==> src/rtl/sram_arb_pkg.sv <==
// Shared types for the two-requester SRAM port arbiter.
// Latency: n/a (types and constants only).
// Backpressure: n/a.
package sram_arb_pkg;

  typedef enum logic [1:0] {
    UNCONF = 2'd0,
    RUN    = 2'd1,
    DRAIN  = 2'd2
  } state_t;

  typedef logic req_id_t;

  localparam int ADDR_WIDTH_DEF = 10;
  localparam int DATA_WIDTH_DEF = 32;

endpackage

==> src/rtl/rr_arb2.sv <==
// 2-way round-robin arbiter remembering the last granted requester.
// Latency: combinational grant; the pointer updates on the clock edge of a grant.
// Backpressure: en=0 suppresses all grants and freezes the pointer.
// Ports: clk, rst_n (async active-low), req[1:0], en in; gnt[1:0] out (one-hot or zero).
module rr_arb2
  import sram_arb_pkg::*;
(
  input  logic       clk,
  input  logic       rst_n,
  input  logic [1:0] req,
  input  logic       en,
  output logic [1:0] gnt
);

  req_id_t last_q, last_d;

  always_comb begin
    gnt    = 2'b00;
    last_d = last_q;
    if (en) begin
      // On contention the requester that did not win last time goes first.
      if (req == 2'b11) gnt = (last_q == 1'b0) ? 2'b10 : 2'b01;
      else              gnt = req;
      if (gnt[0])      last_d = 1'b0;
      else if (gnt[1]) last_d = 1'b1;
    end
  end

  // Reset value 1 makes REQ0 the first winner on contention.
  always_ff @(posedge clk or negedge rst_n) begin
    if (!rst_n) last_q <= 1'b1;
    else        last_q <= last_d;
  end

endmodule

==> src/rtl/sram_port_arbiter.sv <==
// Round-robin share of one SRAM macro port between REQ0/REQ1, registered macro pins, read data returned to issuer.
// Latency: read data 2 edges after accept (3 edges when SRAM_ARB_OUTREG_EN is defined); writes give no response.
// Backpressure: REQn_READY is a combinational grant; responses cannot be stalled and must be sunk.
// Ports: UserCLK, RST_N, CONFIGURED; REQn_VALID/WE/ADDR/WDATA/BM in, REQn_READY out;
//        RSPn_VALID/RDATA out; SRAM_ADDR/DIN/BM/WEN/REN/MEN out, SRAM_DOUT in; BUSY out.
// Option: SRAM_ARB_OUTREG_EN registers RSPn_VALID/RSPn_RDATA (one extra edge of read latency).
module sram_port_arbiter
  import sram_arb_pkg::*;
#(
  parameter int ADDR_WIDTH = ADDR_WIDTH_DEF,
  parameter int DATA_WIDTH = DATA_WIDTH_DEF
) (
  input  logic                  UserCLK,
  input  logic                  RST_N,
  input  logic                  CONFIGURED,
  input  logic                  REQ0_VALID,
  input  logic                  REQ0_WE,
  input  logic [ADDR_WIDTH-1:0] REQ0_ADDR,
  input  logic [DATA_WIDTH-1:0] REQ0_WDATA,
  input  logic [DATA_WIDTH-1:0] REQ0_BM,
  output logic                  REQ0_READY,
  input  logic                  REQ1_VALID,
  input  logic                  REQ1_WE,
  input  logic [ADDR_WIDTH-1:0] REQ1_ADDR,
  input  logic [DATA_WIDTH-1:0] REQ1_WDATA,
  input  logic [DATA_WIDTH-1:0] REQ1_BM,
  output logic                  REQ1_READY,
  output logic                  RSP0_VALID,
  output logic [DATA_WIDTH-1:0] RSP0_RDATA,
  output logic                  RSP1_VALID,
  output logic [DATA_WIDTH-1:0] RSP1_RDATA,
  output logic [ADDR_WIDTH-1:0] SRAM_ADDR,
  output logic [DATA_WIDTH-1:0] SRAM_DIN,
  output logic [DATA_WIDTH-1:0] SRAM_BM,
  output logic                  SRAM_WEN,
  output logic                  SRAM_REN,
  output logic                  SRAM_MEN,
  input  logic [DATA_WIDTH-1:0] SRAM_DOUT,
  output logic                  BUSY
);

  state_t                state_q, state_d;
  logic [1:0]            gnt;
  logic                  arb_en, acc, busy;
  logic                  men_q, men_d, wen_q, wen_d, ren_q, ren_d;
  logic [ADDR_WIDTH-1:0] addr_q, addr_d;
  logic [DATA_WIDTH-1:0] din_q, din_d, bm_q, bm_d;
  req_id_t               cmd_id_q, cmd_id_d, rsp_id_q, rsp_id_d;
  logic                  rsp_vld_q, rsp_vld_d;

  // Grants only in RUN and only while still configured, so nothing new
  // slips in during the cycle CONFIGURED falls.
  assign arb_en = (state_q == RUN) && CONFIGURED;

  rr_arb2 u_rr_arb2 (
    .clk   (UserCLK),
    .rst_n (RST_N),
    .req   ({REQ1_VALID, REQ0_VALID}),
    .en    (arb_en),
    .gnt   (gnt)
  );

  assign REQ0_READY = gnt[0];
  assign REQ1_READY = gnt[1];
  assign acc        = gnt[0] | gnt[1];

  always_comb begin
    state_d = state_q;
    case (state_q)
      UNCONF:  if (CONFIGURED) state_d = RUN;
      RUN:     if (!CONFIGURED) state_d = DRAIN;
      DRAIN:   if (!busy) state_d = UNCONF;
      default: state_d = UNCONF;
    endcase
  end

  // Command stage: the winner is registered straight onto the macro pins.
  // Address/data/mask hold their last value on idle cycles.
  always_comb begin
    men_d    = acc;
    wen_d    = 1'b0;
    ren_d    = 1'b0;
    addr_d   = addr_q;
    din_d    = din_q;
    bm_d     = bm_q;
    cmd_id_d = cmd_id_q;
    if (gnt[1]) begin
      wen_d = REQ1_WE;  ren_d = ~REQ1_WE;
      addr_d = REQ1_ADDR; din_d = REQ1_WDATA; bm_d = REQ1_BM; cmd_id_d = 1'b1;
    end else if (gnt[0]) begin
      wen_d = REQ0_WE;  ren_d = ~REQ0_WE;
      addr_d = REQ0_ADDR; din_d = REQ0_WDATA; bm_d = REQ0_BM; cmd_id_d = 1'b0;
    end
    // Response stage tracks a read while the macro produces its data.
    rsp_vld_d = ren_q;
    rsp_id_d  = ren_q ? cmd_id_q : rsp_id_q;
  end

  always_ff @(posedge UserCLK or negedge RST_N) begin
    if (!RST_N) begin
      state_q   <= UNCONF;
      men_q     <= 1'b0;
      wen_q     <= 1'b0;
      ren_q     <= 1'b0;
      addr_q    <= '0;
      din_q     <= '0;
      bm_q      <= '0;
      cmd_id_q  <= 1'b0;
      rsp_vld_q <= 1'b0;
      rsp_id_q  <= 1'b0;
    end else begin
      state_q   <= state_d;
      men_q     <= men_d;
      wen_q     <= wen_d;
      ren_q     <= ren_d;
      addr_q    <= addr_d;
      din_q     <= din_d;
      bm_q      <= bm_d;
      cmd_id_q  <= cmd_id_d;
      rsp_vld_q <= rsp_vld_d;
      rsp_id_q  <= rsp_id_d;
    end
  end

  assign SRAM_MEN  = men_q;
  assign SRAM_WEN  = wen_q;
  assign SRAM_REN  = ren_q;
  assign SRAM_ADDR = addr_q;
  assign SRAM_DIN  = din_q;
  assign SRAM_BM   = bm_q;

`ifdef SRAM_ARB_OUTREG_EN
  logic [1:0]            out_vld_q, out_vld_d;
  logic [DATA_WIDTH-1:0] out_dat_q, out_dat_d;

  always_comb begin
    out_vld_d[0] = rsp_vld_q & (rsp_id_q == 1'b0);
    out_vld_d[1] = rsp_vld_q & (rsp_id_q == 1'b1);
    out_dat_d    = rsp_vld_q ? SRAM_DOUT : out_dat_q;
  end

  always_ff @(posedge UserCLK or negedge RST_N) begin
    if (!RST_N) begin
      out_vld_q <= 2'b00;
      out_dat_q <= '0;
    end else begin
      out_vld_q <= out_vld_d;
      out_dat_q <= out_dat_d;
    end
  end

  assign RSP0_VALID = out_vld_q[0];
  assign RSP1_VALID = out_vld_q[1];
  assign RSP0_RDATA = out_vld_q[0] ? out_dat_q : '0;
  assign RSP1_RDATA = out_vld_q[1] ? out_dat_q : '0;
  assign busy       = men_q | rsp_vld_q | (|out_vld_q);
`else
  // Data is forced to zero outside a pulse so an idle or reset port never
  // shows stale macro output.
  assign RSP0_VALID = rsp_vld_q & (rsp_id_q == 1'b0);
  assign RSP1_VALID = rsp_vld_q & (rsp_id_q == 1'b1);
  assign RSP0_RDATA = RSP0_VALID ? SRAM_DOUT : '0;
  assign RSP1_RDATA = RSP1_VALID ? SRAM_DOUT : '0;
  assign busy       = men_q | rsp_vld_q;
`endif

  assign BUSY = busy;

endmodule

==> config.mk <==
export PLATFORM = sky130hd
export DESIGN_NAME = sram_port_arbiter
export DESIGN_NICKNAME = d
export VERILOG_FILES = /design/src/rtl/sram_arb_pkg.sv /design/src/rtl/rr_arb2.sv /design/src/rtl/sram_port_arbiter.sv
export SDC_FILE = /design/constraint.sdc
export NUM_CORES = 1
export LEC_CHECK = 0
export ABC_CLOCK_PERIOD_IN_PS = 1200
export BUFFER_PORTS_ARGS = -buffer_cell sky130_fd_sc_hd__buf_4
export CELL_PAD_IN_SITES_DETAIL_PLACEMENT = 1
export CELL_PAD_IN_SITES_GLOBAL_PLACEMENT = 1
export CORE_MARGIN = 5
export CORE_UTILIZATION = 26
export DETAILED_ROUTE_END_ITERATION = 6
export PLACE_DENSITY_LB_ADDON = 0.1
export SLEW_MARGIN = 30
export SYNTH_ARGS = -nofsm -noshare
export SYNTH_HDL_FRONTEND = slang
export SYNTH_SLANG_ARGS = --single-unit
export TNS_END_PERCENT = 50
==> constraint.sdc <==
create_clock -name UserCLK -period 1.2 [get_ports UserCLK]
set_input_delay 0.06 -clock UserCLK [delete_from_list [all_inputs] [get_ports UserCLK]]
set_output_delay 0.06 -clock UserCLK [all_outputs]
set_load 0.02 [all_outputs]
# After elaboration in Yosys (flattened, before gate mapping)
# Index checks and enable logic that the tools add are counted.
# W data, S select, Z words.
# word_totals
reg_bits	83
input_bits	187
output_inout_bits	146
wordCells	54
# op_classes
eq_ne	6
muxes	24
n_bitwise	7
n_reduce_logical	6
# ops
operator	count
$mux W32	6
$mux W10	2
$mux W2	7
$mux W1	8
$ne A2 B2 Y1 const B	3
$pmux W2 S3	1
$eq A2 B2 Y1 const B	2
$reduce_bool A2 Y1	2
$not A1 Y1	3
$reduce_and A3 Y1	1
$and A1 B1 Y1	2
$eq A2 B1 Y1 const B	1
$logic_not A2 Y1	1
$or A1 B1 Y1	2
$reduce_and A2 Y1	1
$logic_and A1 B1 Y1	1

# Depth between registers and ports, before layout
# Gate-level depths: netlist of run 1.
# logic_depth
ltp_word	6
ltp_mapped	7
depth_no_buf	4

# Cells and area by module
# A second synthesis of run 1 with hierarchy kept.
# hier_totals
cells_unflattened	429
area_unflattened_um2	4219.0
# by_module_without_submodules
mod	n_inst	cells_per_inst	area_each_um2	seq_area_each_um2
sram_port_arbiter	1	421	4156.5	2052.0
rr_arb2	1	8	62.6	26.3

# Least setup slack after synthesis of run 1
# OpenSTA, ideal clock, no wires.
# synth_timing
path_type	reg2reg
from	register state_q[1]
to	register wen_q (netlist: SRAM_WEN)
setup_ps	66
arrival_ps	1364
required_ps	1134
path_slack_ps	-230
path_stages_with_launch	5
n_path_buf	1
synth_period_minus_slack_ps	1430
path_cell_list	dfrtp_1 nand3b_1 buf_2 nor2_1 a22o_1
# synth_between
word_cells_on_any_way	5
classes_between	eq/ne: 1; mux: 3; reduce/logical: 1
# synth_lines
item	line_no	rtl
start, declared	sram_port_arbiter.sv:42	state_t state_q, state_d;
start signal, assigned	sram_port_arbiter.sv:112	state_q <= state_d;
$eq A2 B1 Y1	sram_port_arbiter.sv:53	assign arb_en = (state_q == RUN) && CONFIGURED;
$logic_and A1 B1 Y1	sram_port_arbiter.sv:53	
$mux W2	rr_arb2.sv:20	if (en) begin
via REQ1_READY	sram_port_arbiter.sv:27	output logic REQ1_READY,
$mux W1	sram_port_arbiter.sv:87	if (gnt[1]) begin
via wen_d	sram_port_arbiter.sv:45	logic men_q, men_d, wen_q, wen_d, ren_q, ren_d;
end signal, assigned	sram_port_arbiter.sv:114	wen_q <= wen_d;
end, declared	sram_port_arbiter.sv:45	
# The timed path passes the listed nets, and every way through them passes these cells.
# A chain may end at the register's enable or synchronous reset.

# Final worst setup path of run 1
# layout_timing
from	register state_q[1]
to	register bm_q[25] (netlist: SRAM_BM[25])
# layout_between
elab_chain_len	4
word_cells_on_any_way	5
classes_between	eq/ne: 1; mux: 2; reduce/logical: 2
# layout_rtl
item	line_no	rtl
$eq A2 B1 Y1 (*)	sram_port_arbiter.sv:53	
$logic_and A1 B1 Y1 (*)	sram_port_arbiter.sv:53	
$mux W2 (*)	rr_arb2.sv:20	
$mux W32 or $reduce_bool A2 Y1 (tied branches)	--	
end signal, assigned	sram_port_arbiter.sv:118	bm_q <= bm_d;
end, declared	sram_port_arbiter.sv:47	logic [DATA_WIDTH-1:0] din_q, din_d, bm_q, bm_d;
# Every way passes the cells marked *; elsewhere a longest branch is shown, timed or not.

==> metrics.txt, run 1 <==
# TYPE chip_impl_metric gauge
chip_impl_info{name="grt_setup_unrepaired",value="true"} 1
chip_impl_info{name="synth_top_cells_by_area",value="dfrtp_1, nand3_1, a21oi_1"} 1
chip_impl_metric{name="finalClockSkew",unit="ns"} 0.0111
chip_impl_metric{name="fin_total_pwr",unit="mW"} 12.7
chip_impl_metric{name="grt_max_degree",unit=""} 48
chip_impl_metric{name="globalRouteTotalUtil",unit="%"} 21.9
chip_impl_metric{name="chipHeight",unit="µm"} 145
chip_impl_metric{name="share_of_the_clock_period_used_by_the_worst_path",unit="%"} 126
chip_impl_metric{name="totalWireLength",unit="mm"} 26.4
chip_impl_metric{name="yosysUniqueCellTypes",unit=""} 33
chip_impl_metric{name="drt_iter0_drc",unit=""} 284
chip_impl_info{name="violations",value="negative setup slack"} 1
chip_impl_metric{name="floorplan.initialDensity",unit="%"} 26.3
chip_impl_metric{name="port-buffer-count",unit=""} 332
chip_impl_metric{name="total_leakage_power",unit="nW"} 4.39
chip_impl_metric{name="yosys_register_bits",unit=""} 83
chip_impl_metric{name="worst_slew_pin_slew",unit="ns"} 0.445
chip_impl_metric{name="cts-htree-levels",unit=""} 3
chip_impl_metric{name="placementRows",unit=""} 49
chip_impl_info{name="critical_path_start_type",value="register"} 1
chip_impl_metric{name="cp.arrival",unit="ns"} 1.76
chip_impl_metric{name="timing.max_cap.violations",unit=""} 0
chip_impl_metric{name="max_freq",unit="MHz"} 664
chip_impl_info{name="clock_tree_from_tritoncts",value="yes"} 1
chip_impl_metric{name="via_count_of_the_first_global_routing_pass",unit=""} 6306
chip_impl_metric{name="drt.antenna.violating_nets",unit=""} 0
chip_impl_metric{name="final_layout_size_suffix_gt1_share",unit="%"} 54.8
chip_impl_metric{name="synth.net_count",unit=""} 719
chip_impl_info{name="cts-root-buf",value="clkbuf_16"} 1
chip_impl_metric{name="insertion_delay_to_the_later_sink_of_the_worst_skew_pair",unit="ns"} 0.34
chip_impl_metric{name="area_growth",unit="%"} 115
chip_impl_metric{name="utilization",unit="%"} 56.6
chip_impl_metric{name="global_route_wire_length_before_repair",unit="mm"} 36.0
chip_impl_metric{name="timing.final.ws_setup",unit="ns"} -0.306
chip_impl_metric{name="fp.dieW",unit="µm"} 145
chip_impl_metric{name="drcViolationCount",unit=""} 0
chip_impl_metric{name="per_instance_average_area_after_synthesis",unit="µm²"} 8.85
chip_impl_metric{name="worst_ep_required_time",unit="ns"} 1.46
chip_impl_metric{name="routed-via-count",unit=""} 6215
chip_impl_metric{name="avgViaCountPerCell",unit=""} 5.19
chip_impl_metric{name="slew-limit-headroom",unit="%"} 70.3
chip_impl_metric{name="detail_route.first_pass.iterations",unit=""} 4
chip_impl_metric{name="synth.yosys.seq_area_share",unit="%"} 44.2
chip_impl_metric{name="final_net_count",unit=""} 1151
chip_impl_metric{name="numCtsBuffers",unit=""} 9
chip_impl_metric{name="timing_max_transition_violations_final",unit=""} 0
chip_impl_metric{name="finish.instance_area",unit="µm²"} 10100
chip_impl_metric{name="synth_cells",unit=""} 532
chip_impl_metric{name="finalWeightedCongestion",unit=""} 0.791
chip_impl_metric{name="coreArea",unit="µm²"} 17900
chip_impl_metric{name="overflow_left_after_global_routing",unit=""} 0
chip_impl_metric{name="antenna_cells",unit=""} 0
chip_impl_metric{name="num-fill-cells",unit=""} 1968
chip_impl_info{name="synth_top_cell_by_area",value="dfrtp_1"} 1
chip_impl_info{name="endpoint_kind",value="register"} 1
chip_impl_metric{name="worst_setup_hold_path_clk_slew",unit="ns"} 0.06
chip_impl_metric{name="peakVddDrop",unit="V"} 0.000701
chip_impl_metric{name="setup_violations",unit=""} 148
chip_impl_metric{name="cellPowerDensity",unit="nW/µm²"} 1250
chip_impl_metric{name="ioPinCount",unit=""} 333
chip_impl_info{name="timing.hold.worst.class",value="in -> reg"} 1
chip_impl_metric{name="dpl-instance-area",unit="µm²"} 7680
chip_impl_metric{name="antenna_found_initial",unit=""} 0
chip_impl_info{name="path_class",value="reg -> reg"} 1
chip_impl_metric{name="cts_num_sinks",unit=""} 83
chip_impl_metric{name="hold_viol_final",unit=""} 0
chip_impl_metric{name="final.min_clock_period",unit="ns"} 1.51
chip_impl_metric{name="cts-root-to-sink-buffers",unit=""} 2
chip_impl_metric{name="critical_path.max_fanout",unit=""} 9
chip_impl_metric{name="dpl.hpwl",unit="mm"} 17.0
chip_impl_metric{name="yosys.area.top_type_share",unit="%"} 43.6
chip_impl_metric{name="yosys_warnings",unit=""} 0
chip_impl_metric{name="syn-cell-area",unit="µm²"} 4710
chip_impl_metric{name="wire_per_inst",unit="µm"} 22.0
chip_impl_metric{name="floorplan.die_area",unit="µm²"} 20900
chip_impl_info{name="status",value="finished, violations left"} 1
[layout make-up]
| cell class | instances | area, µm² | share of cell area [%] |
|---|---|---|---|
| Clock buffer | 11 | 233 | 2.30 |
| Multi-Input combinational cell | 380 | 2660 | 26.3 |
| Tap cell | 229 | 287 | 2.83 |
| Inverter | 3 | 23.8 | 0.235 |
| Sequential cell | 83 | 2080 | 20.5 |
| Clock inverter | 5 | 85.1 | 0.840 |
| Timing Repair Buffer | 487 | 4760 | 47.0 |
[Yosys cell counts]
cell type,instances
nand2_2,1
nor3_1,1
or2_2,1
inv_1,2
dfrtp_1,82
and3b_1,1
or2_1,1
a31oi_2,20
o21ai_1,9
and2_1,33
a21o_1,2
inv_2,1
a21bo_2,1
a21oi_1,74
buf_4,8
nor2_1,1
o32ai_1,1
a22o_1,1
nor2b_1,2
nand3b_1,1
mux2_2,1
and3_1,32
buf_6,8
a31oi_1,54
a31o_2,1
a21boi_1,1
clkbuf_2,2
nand2b_1,1
nand3_1,75
buf_2,27
clkbuf_1,21
dfstp_2,1
o21ai_0,65
[state kept, by name, indices dropped and copies added, names as in the netlist]
signal and count:
SRAM_BM 32, SRAM_DIN 32, SRAM_ADDR 10, state_q 2, SRAM_MEN 1, SRAM_REN 1
SRAM_WEN 1, cmd_id_q 1, rsp_id_q 1, rsp_vld_q 1, u_rr_arb2.last_q 1
[layout by cell type, fill, tap and decap left out, types with 10 or more instances in the layout]
cell           netlist  routed
o21ai_0             65      59
nand3_2              0      22
o21ai_1              9      14
a21oi_1             74      63
and2_1              33      22
and3_4               0      30
buf_4                8     282
a31oi_2             20      22
buf_12               0      21
dfrtp_1             82      81
dlygate4sd3_1        0      83
clkbuf_16            0      21
and2_4               0      11
a21oi_2              0      10
buf_6                8      82
a31oi_1             54      52
nand3_1             75      52
[path summary, 6_finish.rpt]
check                      cells after the start          start  slack (ns)     endpoint
setup / recovery                               6     state_q[1]       -0.31  SRAM_BM[25]
hold / removal                                 3  REQ1_WDATA[7]        0.01  SRAM_DIN[7]
setup reg to reg                               6     state_q[1]       -0.31  SRAM_BM[25]
hold reg to reg                                0       SRAM_REN        0.42    rsp_vld_q
max in group asynchronous                      3          RST_N        0.46  SRAM_DIN[9]
min in group asynchronous                      2          RST_N        0.21  SRAM_DIN[6]
[layer usage]
| metal | vias up | track usage, % | part of all wire [%] |
|---|---|---|---|
| met4 | 0 | 5.35 | 2.0 |
| met1 | 3065 | 26.6 | 38 |
| met5 | - | 0 | 0 |
| li1 | 2839 | - | - |
| met2 | 273 | 39.0 | 53 |
| met3 | 38 | 5.22 | 7.3 |
[cell families (layout without fill, tap and decap cells)]
logic type | count (synthesis) | after routing | synth area share [%]
flops | 83 | 83 | 44.2
compound gates | 229 | 229 | 29.5
buf+inv | 69 | 506 | 8.19
mux | 1 | 1 | 0.239
simple gates | 150 | 150 | 17.9
[where the power goes]
part | internal (mW) | switching (mW) | total [mW]
Clock | 1.84 | 1.17 | 3.01
Sequential | 3.50 | 0.499 | 4.00
Combinational | 2.71 | 2.96 | 5.67
Total | 8.05 | 4.63 | 12.7
[timing repair]
action | CTS | global route
hold buffers | 78 | 5
pin swaps | 35 | 24
gates resized for setup | 92 | 106
setup endpoints to repair | 148 | 148
setup buffers | 9 | 2
hold endpoints to repair | 84 | 5
cloned | 4 | 14
[metrics by stage]
stage / cells / hold slack [ns] / TNS, ns / setup slack [ns]
finish: 1198 / 0.0100 / -30.92 / -0.306
detailed placement: 1070 / 0.0306 / -15.40 / -0.244
CTS: 1177 / 0.000627 / -30.46 / -0.286
global route: 1198 / 0.00209 / -40.04 / -0.364
global placement: 1070 / 0.0353 / -12.07 / -0.187
floorplan: 532 / -0.236 / -6.10 / -0.105
[critical path, stage by stage, from the launching register on]
cell	delay (ns)
dfrtp_1	0.38
and3b_4	0.32
buf_12	0.13
buf_16	0.16
clkbuf_16	0.17
nand3_2	0.07
a31oi_1	0.19
(Power assumes the default switching activity.)
==> inputs of run 2 (changes only) <==
--- a/config.mk
+++ b/config.mk
@@ -12,6 +12,7 @@
 export CORE_MARGIN = 5
 export CORE_UTILIZATION = 26
 export DETAILED_ROUTE_END_ITERATION = 6
+export GPL_TIMING_DRIVEN = 0
 export PLACE_DENSITY_LB_ADDON = 0.1
 export SLEW_MARGIN = 30
 export SYNTH_ARGS = -nofsm -noshare
==> run 2 against run 1 <==
  * The run ends with negative hold slack, negative setup slack left
  * Register-to-register slack improved by 0.05 ns
  * Global-route usage is 0.082 points lower
  * Flip-flop and latch count unchanged
  * Clock power increased by 12%
  * Largest power group unchanged
  * Highest routed layer unchanged
==> metrics.txt, run 2 (synthesis gave the netlist of run 1 again) <==
# TYPE chip_impl_metric gauge
chip_impl_info{name="timing.hold.worst.class",value="in -> reg"} 1
chip_impl_metric{name="dpl.hpwl",unit="mm"} 18.0
chip_impl_metric{name="register_area",unit="µm²"} 2080
chip_impl_info{name="critical_path_start_type",value="register"} 1
chip_impl_info{name="cpMaxStageDelayCell",value="dfrtp_2"} 1
chip_impl_metric{name="final_layout_size_suffix_gt1_share",unit="%"} 51.6
chip_impl_metric{name="avgViaCountPerCell",unit=""} 5.07
chip_impl_metric{name="area_growth",unit="%"} 96.7
chip_impl_metric{name="critical_path.max_fanout",unit=""} 10
chip_impl_metric{name="max_freq",unit="MHz"} 661
chip_impl_metric{name="cp.arrival",unit="ns"} 1.45
chip_impl_info{name="commonest_cells_after_routing_fill_and_taps_aside",value="buf_4, dfrtp_1, buf_6"} 1
chip_impl_metric{name="hold_viol_final",unit=""} 1
chip_impl_metric{name="dpl-instance-area",unit="µm²"} 7520
chip_impl_metric{name="overflow_left_after_global_routing",unit=""} 0
chip_impl_info{name="clock_tree_from_tritoncts",value="yes"} 1
chip_impl_metric{name="timing_max_transition_violations_final",unit=""} 0
chip_impl_metric{name="p_clk_share",unit="%"} 26.8
chip_impl_metric{name="cts-htree-levels",unit=""} 3
chip_impl_info{name="most_frequent_standard_cell_in_the_layout_excluding_fill_and_tap_cells",value="buf_4"} 1
chip_impl_metric{name="final.min_clock_period",unit="ns"} 1.51
chip_impl_info{name="grt_setup_unrepaired",value="true"} 1
chip_impl_metric{name="finish.instance_area",unit="µm²"} 9260
chip_impl_metric{name="port-buffer-count",unit=""} 332
chip_impl_metric{name="cellPowerDensity",unit="nW/µm²"} 1360
chip_impl_metric{name="power.share.switching",unit="%"} 36.2
chip_impl_metric{name="finish.cell_count_without_fillers",unit=""} 1189
chip_impl_metric{name="share_of_the_clock_period_used_by_the_worst_path",unit="%"} 126
chip_impl_metric{name="routed-via-count",unit=""} 6028
chip_impl_metric{name="finalWeightedCongestion",unit=""} 0.839
chip_impl_metric{name="worst_setup_hold_path_clk_slew",unit="ns"} 0.07
chip_impl_info{name="endpoint_kind",value="output port"} 1
chip_impl_metric{name="floorplan.die_area",unit="µm²"} 20900
chip_impl_metric{name="worst_slew_pin_slew",unit="ns"} 0.804
chip_impl_info{name="path_class",value="reg -> out"} 1
chip_impl_info{name="violations",value="negative hold slack, negative setup slack"} 1
chip_impl_metric{name="timing.max_cap.violations",unit=""} 0
chip_impl_metric{name="totalWireLength",unit="mm"} 24.6
chip_impl_metric{name="power.net_switching",unit="mW"} 4.55
chip_impl_metric{name="coreArea",unit="µm²"} 17900
chip_impl_metric{name="antenna_found_initial",unit=""} 0
chip_impl_metric{name="timing.final.ws_setup",unit="ns"} -0.313
chip_impl_info{name="status",value="finished, violations left"} 1
chip_impl_metric{name="peakVddDrop",unit="V"} 0.000665
chip_impl_metric{name="setup-tns-final",unit="ns"} -31.63
chip_impl_metric{name="global_route.usage.met1",unit="%"} 26.2
chip_impl_metric{name="grt_use_met2",unit="%"} 39.6
chip_impl_metric{name="insertion_delay_to_the_later_sink_of_the_worst_skew_pair",unit="ns"} 0.35
chip_impl_metric{name="globalRouteTotalUtil",unit="%"} 21.8
chip_impl_metric{name="chipHeight",unit="µm"} 145
chip_impl_metric{name="finalClockSkew",unit="ns"} 0.0144
chip_impl_metric{name="worst_ep_required_time",unit="ns"} 1.14
chip_impl_metric{name="grtUsageMet3",unit="%"} 5.26
chip_impl_info{name="cp_cell_sequence",value="nor2b_4 -> clkbuf_8 -> and2_1 -> buf_4"} 1
chip_impl_metric{name="comb_power_share",unit="%"} 41.5
chip_impl_metric{name="ioPinCount",unit=""} 333
chip_impl_metric{name="slew-limit-headroom",unit="%"} 46.4
chip_impl_metric{name="wire_per_inst",unit="µm"} 20.7
chip_impl_metric{name="global_route_wire_length_before_repair",unit="mm"} 35.8
chip_impl_info{name="globalRoute.busiestLayer",value="met2"} 1
chip_impl_metric{name="fp.dieW",unit="µm"} 145
chip_impl_metric{name="final.hold.worst_slack",unit="ns"} -0.000972
chip_impl_metric{name="drcViolationCount",unit=""} 0
chip_impl_metric{name="antenna_cells",unit=""} 0
chip_impl_metric{name="dpl_worst_slack",unit="ns"} -0.519
chip_impl_metric{name="place.detailed.instances",unit=""} 1093
chip_impl_metric{name="num-fill-cells",unit=""} 2019
chip_impl_metric{name="cts_num_sinks",unit=""} 83
chip_impl_metric{name="stage_delay_of_the_slowest_cell_on_the_critical_path",unit="ns"} 0.45
chip_impl_metric{name="drt_iter0_drc",unit=""} 214
chip_impl_metric{name="multiInputGateArea",unit="µm²"} 2410
chip_impl_metric{name="final_net_count",unit=""} 1142
chip_impl_metric{name="total_leakage_power",unit="nW"} 4.21
chip_impl_metric{name="numCtsBuffers",unit=""} 9
chip_impl_metric{name="drt.antenna.violating_nets",unit=""} 0
chip_impl_metric{name="internal_power",unit="mW"} 8.03
chip_impl_metric{name="floorplan.initialDensity",unit="%"} 26.3
chip_impl_metric{name="setup_violations",unit=""} 148
chip_impl_metric{name="grt_max_degree",unit=""} 84
chip_impl_metric{name="via_count_of_the_first_global_routing_pass",unit=""} 6447
chip_impl_metric{name="cts-root-to-sink-buffers",unit=""} 2
chip_impl_metric{name="detail_route.first_pass.iterations",unit=""} 4
chip_impl_info{name="cts-root-buf",value="clkbuf_16"} 1
chip_impl_metric{name="share_seq_of_total_power",unit="%"} 31.6
chip_impl_metric{name="placementRows",unit=""} 49
[run 2: cell count changes in the layout (fill, tap and decap cells not counted), moves of 17 or more]
cell | before | now
o21ai_0 | 59 | 34
o21ai_1 | 14 | 37
nand3_1 | 52 | 74
nand3_2 | 22 | 0
buf_4 | 282 | 302
dlygate4sd3_1 | 83 | 64
buf_12 | 21 | 4
[run 2: worst paths after layout]
check                                    start              to  slack [ns]  cells past startpoint
worst min-delay path            REQ0_WDATA[14]    SRAM_DIN[14]      -0.001                      3
max in group asynchronous                RST_N       rsp_vld_q        0.25                      2
worst max register to register      state_q[1]     SRAM_DIN[1]       -0.26                      7
worst min register to register        SRAM_REN       rsp_vld_q        0.42                      0
worst max-delay path                  rsp_id_q  RSP0_RDATA[17]       -0.31                      4
min in group asynchronous                RST_N     SRAM_BM[23]        0.36                      2
[run 2: what timing repair did]
action	CTS	global route
hold buffers	63	1
setup buffers	8	7
gates resized for setup	112	103
pin swaps	2	3
endpoints found under the setup margin	148	148
endpoints found under the hold margin	129	1
cloned	0	1
[run 2: stage by stage]
step / power [mW] / utilization (%) / hold WS, ns
after floorplan: 6.22 / - / -0.236
after global placement: 8.49 / 42.0 / 0.263
final: 12.6 / 51.7 / -0.000972
after global routing: 13.2 / 51.7 / 0.00365
after detailed placement: 8.61 / 42.0 / 0.185
after CTS: 12.4 / 49.6 / 0.0000680
[run 2: power by group through the flow]
stage               registers, mW  logic, mW  clock network (mW)
floorplan                    4.72       1.50                   0
detailed placement           4.01       4.60                   0
global placement             3.98       4.50                   0
CTS                          3.98       5.01                3.44
global route                 4.06       5.58                3.57
finish                       3.98       5.23                3.38
[run 2: layout make-up]
cell class / instances / share of cell area [%]
timing repair buffer: 412 / 37.5
clock buffer: 9 / 2.43
clock inverter: 7 / 1.41
inverter: 3 / 0.149
sequential: 83 / 22.5
buffer: 66 / 6.86
tap: 229 / 3.09
multi-input combinational: 380 / 26.0
[run 2: worst max-delay path, delay by kind of cell, from the launching register on]
kind | cells | cell delay [ns]
buffers and inverters | 2 | 0.33
AND/OR/NAND/NOR | 2 | 0.33
flip-flops | 1 | 0.45
[run 2: routing by layer]
| metal | up-vias | routed length [µm] |
|---|---|---|
| met5 | - | 0 |
| met4 | 0 | 295 |
| met3 | 22 | 1830 |
| met2 | 259 | 12700 |
| met1 | 2927 | 9800 |
| li1 | 2820 | - |
==> inputs of run 3 (changes only) <==
--- a/config.mk
+++ b/config.mk
@@ -10,12 +10,14 @@
 export CELL_PAD_IN_SITES_DETAIL_PLACEMENT = 1
 export CELL_PAD_IN_SITES_GLOBAL_PLACEMENT = 1
 export CORE_MARGIN = 5
-export CORE_UTILIZATION = 26
+export CORE_UTILIZATION = 25
 export DETAILED_ROUTE_END_ITERATION = 6
 export GPL_TIMING_DRIVEN = 0
 export PLACE_DENSITY_LB_ADDON = 0.1
+export SETUP_SLACK_MARGIN = 0.4
 export SLEW_MARGIN = 30
 export SYNTH_ARGS = -nofsm -noshare
 export SYNTH_HDL_FRONTEND = slang
+export SYNTH_HIERARCHICAL = 1
 export SYNTH_SLANG_ARGS = --single-unit
 export TNS_END_PERCENT = 50
==> run 3 against run 2 <==
  * The run still ends with negative hold slack, negative setup slack left
  * Total power rose by 11%
  * Clock skew fell by 0.0032 ns
  * Critical path depth is 5 higher
  * Fmax decreased by 16%
  * Final cell count down 3.4%
  * Sequential share of layout area is 1.2 points lower
  * Highest routed layer unchanged
==> metrics.txt, run 3 <==
# TYPE chip_impl_metric gauge
chip_impl_info{name="status",value="finished, violations left"} 1
chip_impl_info{name="violations",value="negative hold slack, negative setup slack"} 1
chip_impl_metric{name="drt_iter0_drc",unit=""} 107
chip_impl_metric{name="cts-root-to-sink-buffers",unit=""} 2
chip_impl_info{name="synth_top_flop_cell",value="dfrtp_1"} 1
chip_impl_metric{name="setup-tns-final",unit="ns"} -58.44
chip_impl_metric{name="final.hold.worst_slack",unit="ns"} -0.262
chip_impl_metric{name="global_route_wire_length_before_repair",unit="mm"} 33.0
chip_impl_metric{name="final_layout_size_suffix_gt1_share",unit="%"} 51.7
chip_impl_metric{name="area_growth",unit="%"} 132
chip_impl_metric{name="final.min_clock_period",unit="ns"} 1.80
chip_impl_info{name="path_class",value="reg -> reg"} 1
chip_impl_metric{name="yosys.area.top_type_share",unit="%"} 48.6
chip_impl_info{name="critical_path_start_type",value="register"} 1
chip_impl_info{name="synth_top_cell_by_area",value="dfrtp_1"} 1
chip_impl_metric{name="via_count_of_the_first_global_routing_pass",unit=""} 5881
chip_impl_metric{name="worst_slew_pin_slew",unit="ns"} 0.822
chip_impl_metric{name="fin_total_pwr",unit="mW"} 14.0
chip_impl_metric{name="synth_cells",unit=""} 429
chip_impl_metric{name="grt_use_met2",unit="%"} 38.9
chip_impl_metric{name="timing.final.ws_setup",unit="ns"} -0.604
chip_impl_info{name="synth_top_cells_by_area",value="dfrtp_1, mux2i_1, nand2_1"} 1
chip_impl_metric{name="syn-cell-area",unit="µm²"} 4220
chip_impl_info{name="endpoint_kind",value="register"} 1
chip_impl_metric{name="ioPinCount",unit=""} 333
chip_impl_metric{name="cellPowerDensity",unit="nW/µm²"} 1430
chip_impl_metric{name="async_flop_share",unit="%"} 100
chip_impl_info{name="timing.critical_path.mode_cell",value="buf_12"} 1
chip_impl_metric{name="synth.net_count",unit=""} 616
chip_impl_metric{name="worst_ep_required_time",unit="ns"} 1.42
chip_impl_info{name="timing.hold.worst.class",value="in -> async"} 1
chip_impl_metric{name="grtUsageMet3",unit="%"} 5.79
chip_impl_info{name="cts-root-buf",value="clkbuf_16"} 1
chip_impl_metric{name="yosysUniqueCellTypes",unit=""} 25
chip_impl_metric{name="floorplan.die_area",unit="µm²"} 19600
chip_impl_metric{name="finish.cell_count_without_fillers",unit=""} 1149
chip_impl_metric{name="yosys_register_bits",unit=""} 83
chip_impl_metric{name="slew-limit-headroom",unit="%"} 45.2
chip_impl_info{name="path_delay_family",value="buffers and inverters"} 1
chip_impl_metric{name="placementRows",unit=""} 47
chip_impl_metric{name="drcViolationCount",unit=""} 0
chip_impl_metric{name="worst_setup_hold_path_clk_slew",unit="ns"} 0.07
chip_impl_metric{name="cts-htree-levels",unit=""} 3
chip_impl_metric{name="numCtsBuffers",unit=""} 9
chip_impl_metric{name="place.detailed.instances",unit=""} 981
chip_impl_metric{name="cts_num_sinks",unit=""} 83
chip_impl_metric{name="final_net_count",unit=""} 1110
chip_impl_info{name="most_frequent_standard_cell_in_the_layout_excluding_fill_and_tap_cells",value="buf_4"} 1
chip_impl_metric{name="detail_route.first_pass.iterations",unit=""} 4
chip_impl_metric{name="number_of_enable_flip_flop_cells_after_synthesis",unit=""} 0
chip_impl_metric{name="antenna_found_initial",unit=""} 1
chip_impl_metric{name="globalRouteTotalUtil",unit="%"} 21.1
chip_impl_metric{name="r2r_setup_slack",unit="ns"} -0.60
chip_impl_metric{name="timing.max_cap.violations",unit=""} 0
chip_impl_metric{name="dpl.hpwl",unit="mm"} 14.8
chip_impl_info{name="yosys.cell_count.top_type",value="dfrtp_1"} 1
chip_impl_metric{name="chipHeight",unit="µm"} 140
chip_impl_metric{name="avgViaCountPerCell",unit=""} 4.55
chip_impl_metric{name="max_freq",unit="MHz"} 554
chip_impl_metric{name="timing_max_transition_violations_final",unit=""} 0
chip_impl_metric{name="wire_per_inst",unit="µm"} 19.8
chip_impl_metric{name="per_instance_average_area_after_synthesis",unit="µm²"} 9.83
chip_impl_metric{name="hold_viol_final",unit=""} 82
chip_impl_metric{name="setup_violations",unit=""} 146
chip_impl_metric{name="grt_max_degree",unit=""} 84
chip_impl_metric{name="critical_path.max_fanout",unit=""} 9
chip_impl_info{name="cpMaxStageDelayCell",value="dfrtp_1"} 1
chip_impl_metric{name="finish.instance_area",unit="µm²"} 9770
chip_impl_metric{name="cp.buffers_inverters",unit=""} 3
chip_impl_metric{name="coreArea",unit="µm²"} 16600
chip_impl_metric{name="stage_delay_of_the_slowest_cell_on_the_critical_path",unit="ns"} 0.40
chip_impl_metric{name="synth.yosys.seq_area_share",unit="%"} 49.3
chip_impl_metric{name="peakVddDrop",unit="V"} 0.000795
chip_impl_metric{name="fp.dieW",unit="µm"} 140
chip_impl_info{name="post_synth_most_frequent_cells",value="dfrtp_1, nand2_1, mux2i_1"} 1
chip_impl_info{name="clock_tree_from_tritoncts",value="yes"} 1
chip_impl_metric{name="total_leakage_power",unit="nW"} 4.59
chip_impl_metric{name="share_of_the_clock_period_used_by_the_worst_path",unit="%"} 150
chip_impl_metric{name="finalClockSkew",unit="ns"} 0.0112
chip_impl_metric{name="finalWeightedCongestion",unit=""} 0.819
chip_impl_metric{name="totalWireLength",unit="mm"} 22.7
chip_impl_metric{name="floorplan.initialDensity",unit="%"} 25.4
chip_impl_info{name="globalRoute.busiestLayer",value="met2"} 1
chip_impl_metric{name="insertion_delay_to_the_later_sink_of_the_worst_skew_pair",unit="ns"} 0.35
chip_impl_metric{name="yosys_warnings",unit=""} 6
chip_impl_metric{name="cp.arrival",unit="ns"} 2.02
chip_impl_info{name="grt_setup_unrepaired",value="true"} 1
chip_impl_metric{name="overflow_left_after_global_routing",unit=""} 0
chip_impl_metric{name="port-buffer-count",unit=""} 332
chip_impl_metric{name="global_route.usage.met1",unit="%"} 23.0
chip_impl_metric{name="routed-via-count",unit=""} 5229
chip_impl_info{name="cp_cell_sequence",value="nor2b_2 -> and2_4 -> nand2_4 -> a21oi_4 -> buf_6 -> buf_12 -> buf_12 -> mux2i_1 -> o21ai_1"} 1
chip_impl_metric{name="drt.antenna.violating_nets",unit=""} 0
chip_impl_info{name="commonest_cells_after_routing_fill_and_taps_aside",value="buf_4, buf_6, dlygate4sd3_1"} 1
chip_impl_metric{name="dpl-instance-area",unit="µm²"} 7050
chip_impl_metric{name="utilization",unit="%"} 58.9
==> run 3: cell types whose count changed after synthesis, moves of 19 or more <==
cell	change
a21oi_1	-72
a31oi_1	-54
a31oi_2	-20
mux2i_1	+74
nand2_1	+77
nand3_1	-75
o21ai_1	+19
==> run 3: path summary, 6_finish.rpt <==
check                       startpoint     endpoint  cells after the start
setup / recovery            state_q[1]  SRAM_DIN[9]                      9
hold / removal                   RST_N  SRAM_DIN[1]                      1
setup reg to reg            state_q[1]  SRAM_DIN[9]                      9
hold reg to reg               SRAM_REN    rsp_vld_q                      0
max in group asynchronous        RST_N     rsp_id_q                      1
min in group UserCLK       REQ0_BM[20]  SRAM_BM[20]                      3
==> run 3: through the flow <==
step	setup WS [ns]	hold WS, ns
floorplan	-0.505	-0.236
global placement	-0.703	0.267
detailed placement	-0.766	0.178
CTS	-0.540	-0.204
global route	-0.692	-0.186
finish	-0.604	-0.262
==> run 3: timing repair <==
action | in CTS | in global routing
endpoints found under the hold margin | 158 | 83
pin swaps | 28 | 7
hold buffers | 114 | 1
resized for setup | 141 | 145
gates cloned | 3 | 6
setup endpoints to repair | 227 | 228
setup buffers | 18 | 9
==> run 3: area by class of cell <==
class	instances	area, µm²
inverters	4	15.0
plain buffers	35	434
multi-input cells	307	2120
diodes	1	2.50
clock buffers	11	233
well taps	220	275
clock inverters	5	60.1
fillers	1811	6810
flip-flops and latches	83	2080
repair buffers	483	4550
==> run 3: cell families (layout without fill, tap and decap cells) <==
family	count (synthesis)	count (layout)	share of synthesized area (%)
AO/OA/AOI/OAI	82	82	9.96
buffers and inverters	39	538	5.28
flip-flops	83	83	49.3
multiplexers	75	75	17.8
other	0	1	0
AND/OR/NAND/NOR	150	150	17.7
==> run 3: power breakdown <==
part | switching, mW | total [mW] | internal [mW]
registers | 0.819 | 4.58 | 3.76
logic | 3.06 | 6.57 | 3.51
clock network | 1.23 | 2.85 | 1.63
total | 5.10 | 14.0 | 8.90
==> run 3: worst register-to-register path, cell delays in order, from the launching register on <==
cell and delay, ns:
dfrtp_1 0.40, nor2b_2 0.13, and2_4 0.18, nand2_4 0.05, a21oi_4 0.13, buf_6 0.16, buf_12 0.15, buf_12 0.15
mux2i_1 0.21, o21ai_1 0.11
==> run 3: metal layers <==
| metal | wire length, µm | part of all wire [%] | up-vias |
|---|---|---|---|
| met1 | 8170 | 36 | 2514 |
| met2 | 12400 | 54 | 219 |
| met5 | 0 | 0 | - |
| met4 | 688 | 3.0 | 0 |
| met3 | 1520 | 6.7 | 45 |
| li1 | - | - | 2451 |
